[config.mk]
export PLATFORM = sky130hd
export DESIGN_NAME = range_sequencer
export DESIGN_NICKNAME = d
export VERILOG_FILES = /design/src/rtl/range_seq_pkg.sv /design/src/rtl/rr_arbiter.sv /design/src/rtl/range_sequencer.sv
export SDC_FILE = /design/constraint.sdc
export NUM_CORES = 1
export LEC_CHECK = 0
export CAP_MARGIN = 10
export CORE_MARGIN = 5
export CORE_UTILIZATION = 40
export CTS_BUF_LIST = sky130_fd_sc_hd__clkbuf_16
export CTS_CLUSTER_SIZE = 12
export DETAILED_ROUTE_END_ITERATION = 10
export GPL_TIMING_DRIVEN = 0
export PLACE_DENSITY = 0.85
export REMOVE_ABC_BUFFERS = 1
export SETUP_SLACK_MARGIN = 0.4
export SKIP_LAST_GASP = 1
export SYNTH_ARGS = -nofsm -noshare
export SYNTH_HDL_FRONTEND = slang
export SYNTH_SLANG_ARGS = --single-unit
[constraint.sdc]
create_clock -name clock -period 2 [get_ports clock]
set_input_delay 0.3 -clock clock [delete_from_list [all_inputs] [get_ports clock]]
set_output_delay 0.3 -clock clock [all_outputs]
set_load 0.05 [all_outputs]
[src/rtl/range_seq_pkg.sv]
// Shared types and defaults for the range sequencer slice.
// Latency: n/a (declarations only).
// Backpressure: n/a.
package range_seq_pkg;

  typedef enum logic [1:0] {
    IDLE,
    STREAM,
    RESULT
  } seq_state_t;

  localparam int DEFAULT_WIDTH = 16;
  localparam int DEFAULT_NREQ  = 4;

endpackage

[src/rtl/rr_arbiter.sv]
// Round-robin pick: first set req bit searching upward from last_grant+1 with wrap.
// Latency: purely combinational; the pointer register lives in the caller.
// Backpressure: none; the caller decides when a grant is taken.
//
// Ports:
//   req        per-requester request bits
//   last_grant id of the most recently granted requester
//   grant      one-hot grant (zero when no request)
//   grant_id   binary id of the granted requester
//   any        at least one request present
module rr_arbiter
  import range_seq_pkg::*;
#(
  parameter int NREQ = DEFAULT_NREQ,
  parameter int IDW  = $clog2(NREQ)
) (
  input  logic [NREQ-1:0] req,
  input  logic [IDW-1:0]  last_grant,
  output logic [NREQ-1:0] grant,
  output logic [IDW-1:0]  grant_id,
  output logic            any
);

  logic [IDW-1:0] cand;

  // base is at most NREQ-1, so one conditional subtract covers the wrap.
  function automatic int wrap_next(input int base, input int k);
    int v;
    v = base + 1 + k;
    if (v >= NREQ) v = v - NREQ;
    return v;
  endfunction

  always_comb begin
    grant    = '0;
    grant_id = '0;
    any      = 1'b0;
    cand     = '0;
    for (int k = 0; k < NREQ; k++) begin
      cand = IDW'(wrap_next(int'(last_grant), k));
      if (!any && req[cand]) begin
        any         = 1'b1;
        grant[cand] = 1'b1;
        grant_id    = cand;
      end
    end
  end

endmodule

[src/rtl/range_sequencer.sv]
// Shares one RangeFinder between NREQ burst requesters and returns each burst's range.
// Latency: result valid the cycle after the last beat; next grant one IDLE cycle after accept.
// Backpressure: req_ready follows owner req_valid in STREAM; RESULT holds until res_ready.
//
// Ports:
//   clock, reset (async active-low)
//   req_valid/req_data/req_last/req_ready  per-requester sample stream (flattened data)
//   rf_data_in/rf_go/rf_finish             drive into the RangeFinder
//   rf_range/rf_debug_error                RangeFinder result, combinational in finish cycle
//   res_valid/res_ready/res_id/res_range/res_error  result handshake to the winner
module range_sequencer
  import range_seq_pkg::*;
#(
  parameter int WIDTH = DEFAULT_WIDTH,
  parameter int NREQ  = DEFAULT_NREQ,
  parameter int IDW   = $clog2(NREQ)
) (
  input  logic                  clock,
  input  logic                  reset,
  input  logic [NREQ-1:0]       req_valid,
  input  logic [NREQ*WIDTH-1:0] req_data,
  input  logic [NREQ-1:0]       req_last,
  output logic [NREQ-1:0]       req_ready,
  output logic [WIDTH-1:0]      rf_data_in,
  output logic                  rf_go,
  output logic                  rf_finish,
  input  logic [WIDTH-1:0]      rf_range,
  input  logic                  rf_debug_error,
  output logic                  res_valid,
  input  logic                  res_ready,
  output logic [IDW-1:0]        res_id,
  output logic [WIDTH-1:0]      res_range,
  output logic                  res_error
);

  seq_state_t       state, state_nxt;
  logic [IDW-1:0]   owner;
  logic [IDW-1:0]   last_grant;
  logic             first;
  logic [WIDTH-1:0] hold_data;

  logic [NREQ-1:0]  arb_grant;
  logic [IDW-1:0]   arb_id;
  logic             arb_any;

  logic [WIDTH-1:0] req_words [NREQ];
  logic             own_vld;
  logic             own_last;
  logic [WIDTH-1:0] own_dat;
  logic             beat;

  for (genvar i = 0; i < NREQ; i++) begin : g_words
    assign req_words[i] = req_data[i*WIDTH +: WIDTH];
  end

  rr_arbiter #(
    .NREQ (NREQ),
    .IDW  (IDW)
  ) u_arb (
    .req        (req_valid),
    .last_grant (last_grant),
    .grant      (arb_grant),
    .grant_id   (arb_id),
    .any        (arb_any)
  );

  assign own_vld   = req_valid[owner];
  assign own_last  = req_last[owner];
  assign own_dat   = req_words[owner];
  assign beat      = (state == STREAM) && own_vld;
  assign res_valid = (state == RESULT);

  always_comb begin
    state_nxt  = state;
    req_ready  = '0;
    rf_go      = 1'b0;
    rf_finish  = 1'b0;
    rf_data_in = '0;
    case (state)
      IDLE: begin
        if (arb_any) state_nxt = STREAM;
      end
      STREAM: begin
        req_ready[owner] = own_vld;
        // The RangeFinder samples every cycle: on a bubble, replaying the
        // last accepted sample leaves its min/max untouched.
        rf_data_in = hold_data;
        if (beat) begin
          rf_data_in = own_dat;
          // A single-sample burst raises neither strobe: go and finish
          // together is an error condition inside the RangeFinder.
          rf_go      = first && !own_last;
          rf_finish  = !first && own_last;
          if (own_last) state_nxt = RESULT;
        end
      end
      RESULT: begin
        if (res_ready) state_nxt = IDLE;
      end
      default: state_nxt = IDLE;
    endcase
  end

  always_ff @(posedge clock or negedge reset) begin
    if (!reset) begin
      state      <= IDLE;
      owner      <= '0;
      last_grant <= IDW'(NREQ - 1);
      first      <= 1'b1;
      hold_data  <= '0;
      res_id     <= '0;
      res_range  <= '0;
      res_error  <= 1'b0;
    end else begin
      state <= state_nxt;
      if (state == IDLE && arb_any) begin
        owner      <= arb_id;
        last_grant <= arb_id;
        first      <= 1'b1;
      end
      if (beat) begin
        hold_data <= own_dat;
        first     <= 1'b0;
        if (own_last) begin
          res_id    <= owner;
          res_range <= first ? '0 : rf_range;
          res_error <= first ? 1'b0 : rf_debug_error;
        end
      end
    end
  end

  a_go_finish_excl : assert property (@(posedge clock) disable iff (!reset)
    !(rf_go && rf_finish));
  a_ready_onehot0 : assert property (@(posedge clock) disable iff (!reset)
    $onehot0(req_ready));
  a_arb_onehot : assert property (@(posedge clock) disable iff (!reset)
    arb_any |-> (arb_grant == (NREQ'(1) << arb_id)));

endmodule
==> flow_summary_export.csv <==
group,metric,value,unit
power_and_ir_drop,power_density,1990,mW/mm²
worst_setup_path,rr_startpoint,"owner[0]",
placed_design,hpwl,5.58,mm
clock_network,cts_root_buf,"clkbuf_16",
synthesis,ys.flop_type,"dfrtp_1",
synthesis,synth_cells,222,
clock_network,htreeDepth,2,
flow_run,maxCapViolations,0,
finish,nNetsFinal,483,
clock_network,clk_latency,0.28,ns
clock_network,cts_tree,"yes",
synthesis,syn_avg_cell_area,11.4,µm²
worst_setup_path,critPathMaxFanout,5,
drt,viasPerCell,5.45,
timing,relSlewSlack,49.8,%
power_and_ir_drop,power_leakage,2.14,nW
timing,timing.hold.ws,0.483,ns
outcome,status,"complete, but fails checks",
drt,ant_nets,0,
timing,period_minus_slack,2.38,ns
clock_network,cts_buffers,5,
synthesis,yosysWarnings,0,
synthesis,synth_edf_count,0,
finish,utilization,76.0,%
worst_setup_path,startpoint_type,"flop",
synthesis,ys_seq_area_share,41.8,%
timing,final.setup.tns,-9.12,ns
timing,setup_ws,-0.382,ns
floorplanning,rows,29,
floorplanning,die_area,0.00799,mm²
worst_setup_path,reg2reg_depth,8,
timing,drv_slew,0,
grt,overflow,0,
clock_network,clkSinkCount,42,
drt,wl_per_cell,20.3,µm
worst_setup_path,cp_num_buf_inv,3,
power_and_ir_drop,ir_drop,1.23,mV
min_path,holdPathStages,2,
worst_setup_path,r2r_setup_slack,-0.21,ns
timing,hold_viol,0,
floorplanning,start_util,40.4,%
grt,track_usage,22.3,%
min_path,worstHoldStart,"res_range[10]",
worst_setup_path,slowest_delay,0.59,ns
worst_setup_path,crit_type,"reg2out",
drt,post-route-drc-count,0,
finish,fillers,424,
worst_setup_path,cp-end-kind,"primary output",
worst_setup_path,crit_required,1.70,ns
synthesis,ys_types,36,
drt,dr_total_vias,2558,
drt,dr.pass1.iters,4,
worst_setup_path,cp_slowest_cell,"mux4_2",
grt,antenna_found_initial,0,
finish,diodes,0,
synthesis,synth_seq_cells,42,
min_path,hold_end,"res_range[10]",
floorplanning,core_area,0.00624,mm²
finish,final_layout_size_suffix_gt1_share,36.0,%
floorplanning,die_y,89.4,µm
finish,final_cell_mix,"clkdlybuf4s50_1, dfrtp_1, buf_6",
clock_network,cts_buffer_depth,2,
timing,setup_viol,36,
outcome,failed_checks,"setup timing",
timing,timing.final.crit_share,119,%
grt,grt_pass1_wl,13.5,mm
timing,rsz0062_at_grt,"yes",
grt,grt_max_degree,27,
timing,worst_pin_slew,0.747,ns
synthesis,async_flop_share,100,%
timing,fmax,0.420,GHz
placed_design,io_buffers,133,
clock_network,clk_pin_slew,0.07,ns
timing,finalClockSkew,0.0107,ns
finish,mostFrequentLayoutCell,"clkdlybuf4s50_1",
worst_setup_path,rr_endpoint,"hold_data[9]",
worst_setup_path,crit_chain,"mux4_2 -> buf_6 -> buf_12 -> mux2i_1 -> nor2_1 -> buf_6",
worst_setup_path,cp_top_family,"multiplexers",
drt,routed_wl,9.52,mm
min_path,hp-class,"reg2reg",
synthesis,syn_area,0.00252,mm²
worst_setup_path,cp.arrival,2.08,ns
grt,grt_pass1_vias,2658,
placed_design,routabilityCongestion,0.834,
finish,area_growth,88.1,%
floorplanning,pin_count,134,
worst_setup_path,crit_path_frequent_cell,"buf_6",
drt,drt_iter0_markers,94,
floorplanning,die-width,89.4,µm
-- tightest hold or removal path, stage by stage, from the launching register on --
cell and delay, ns:
dfrtp_1 0.35, nand2_2 0.06, o21ai_2 0.04
-- timing repair --
| action | in CTS | in global routing |
|---|---|---|
| hold buffers | 1 | 0 |
| gates resized for setup | 219 | 52 |
| endpoints found under the hold margin | 15 | 0 |
| pin swaps | 3 | 23 |
| setup buffers | 20 | 11 |
| setup endpoints to repair | 84 | 65 |
| gates cloned | 7 | 4 |
-- sequential cells by signal, indices dropped and copies added (netlist names) --
name,flops
hold_data,16
res_range,16
last_grant,2
owner,2
res_id,2
state,2
first,1
res_error,1
-- metrics by stage --
| step | total power, W | std cells | instance area [µm²] | setup slack, ns |
|---|---|---|---|---|
| 3_5_place_dp | 0.00663 | 418 | 3860 | -2.29 |
| 3_3_place_gp | 0.00650 | 417 | 3840 | -2.22 |
| 2_1_floorplan | 0.00505 | 207 | 2420 | -1.37 |
| 6_report | 0.00945 | 469 | 4740 | -0.382 |
| 5_1_grt | 0.00990 | 469 | 4740 | -0.424 |
| 4_1_cts | 0.00872 | 454 | 4470 | -0.306 |
-- layer usage --
layer / global-route usage (%) / routed length, µm / vias to the layer above
met5: 0 / 0 / -
met4: 4.47 / 141 / 0
met3: 4.79 / 563 / 17
met2: 39.7 / 5160 / 104
met1: 28.0 / 3650 / 1271
li1: - / - / 1166
-- cell type report --
| class | count | area [µm²] | share of cell area, % |
|---|---|---|---|
| Timing Repair Buffer | 171 | 1850 | 38.9 |
| Multi-Input combinational cell | 165 | 1570 | 33.1 |
| Sequential cell | 42 | 1060 | 22.4 |
| Clock buffer | 5 | 125 | 2.64 |
| Tap cell | 77 | 96.3 | 2.03 |
| Inverter | 6 | 22.5 | 0.475 |
| Clock inverter | 3 | 17.5 | 0.369 |
-- worst max-delay path by stage --
stage	slack, ns	startpoint	endpoint	cells after the start
floorplan	-1.37	owner[0]	rf_finish	3
global placement	-2.22	owner[0]	rf_finish	4
detailed placement	-2.29	owner[0]	rf_finish	4
CTS	-0.31	owner[0]	rf_data_in[4]	6
global route	-0.42	owner[0]	rf_data_in[4]	6
finish	-0.38	owner[0]	rf_data_in[5]	6
-- kinds of logic (layout without fill, tap and decap cells) --
| group | count (synthesis) | count (layout) | share of synthesized area [%] |
|---|---|---|---|
| buffers and inverters | 21 | 185 | 5.01 |
| multiplexers | 53 | 53 | 32.2 |
| AO/OA/AOI/OAI | 35 | 35 | 8.14 |
| flip-flops | 42 | 42 | 41.8 |
| AND/OR/NAND/NOR | 71 | 77 | 12.9 |
-- cells in the mapped netlist (2+ instances only) --
| cell type | instances | area share, % |
|---|---|---|
| dfrtp_1 | 39 | 39 |
| nor2_1 | 18 | 2.7 |
| nor3_1 | 4 | 0.79 |
| clkbuf_1 | 3 | 0.45 |
| buf_6 | 5 | 2.2 |
| o31ai_1 | 2 | 0.60 |
| nand2_1 | 36 | 5.4 |
| o21a_1 | 2 | 0.60 |
| mux4_2 | 18 | 16 |
| mux2i_1 | 18 | 7.1 |
| buf_2 | 5 | 0.99 |
| mux2_2 | 8 | 3.6 |
| dfstp_2 | 3 | 3.1 |
| inv_1 | 5 | 0.74 |
| o21ai_1 | 4 | 0.79 |
| o22ai_1 | 2 | 0.50 |
| mux2_4 | 9 | 5.4 |
| and3_1 | 2 | 0.50 |
| nand2b_1 | 3 | 0.74 |
| nor2b_1 | 2 | 0.50 |
| a21oi_1 | 3 | 0.60 |
| o21ai_0 | 17 | 3.4 |
-- power by group --
group | leakage, nW | switching, W | internal [W]
Sequential | 0.507 | 0.000301 | 0.00129
Clock | 0.0750 | 0.000332 | 0.000458
Combinational | 1.55 | 0.00386 | 0.00321
Total | 2.14 | 0.00449 | 0.00496
(Power assumes the default switching activity.)
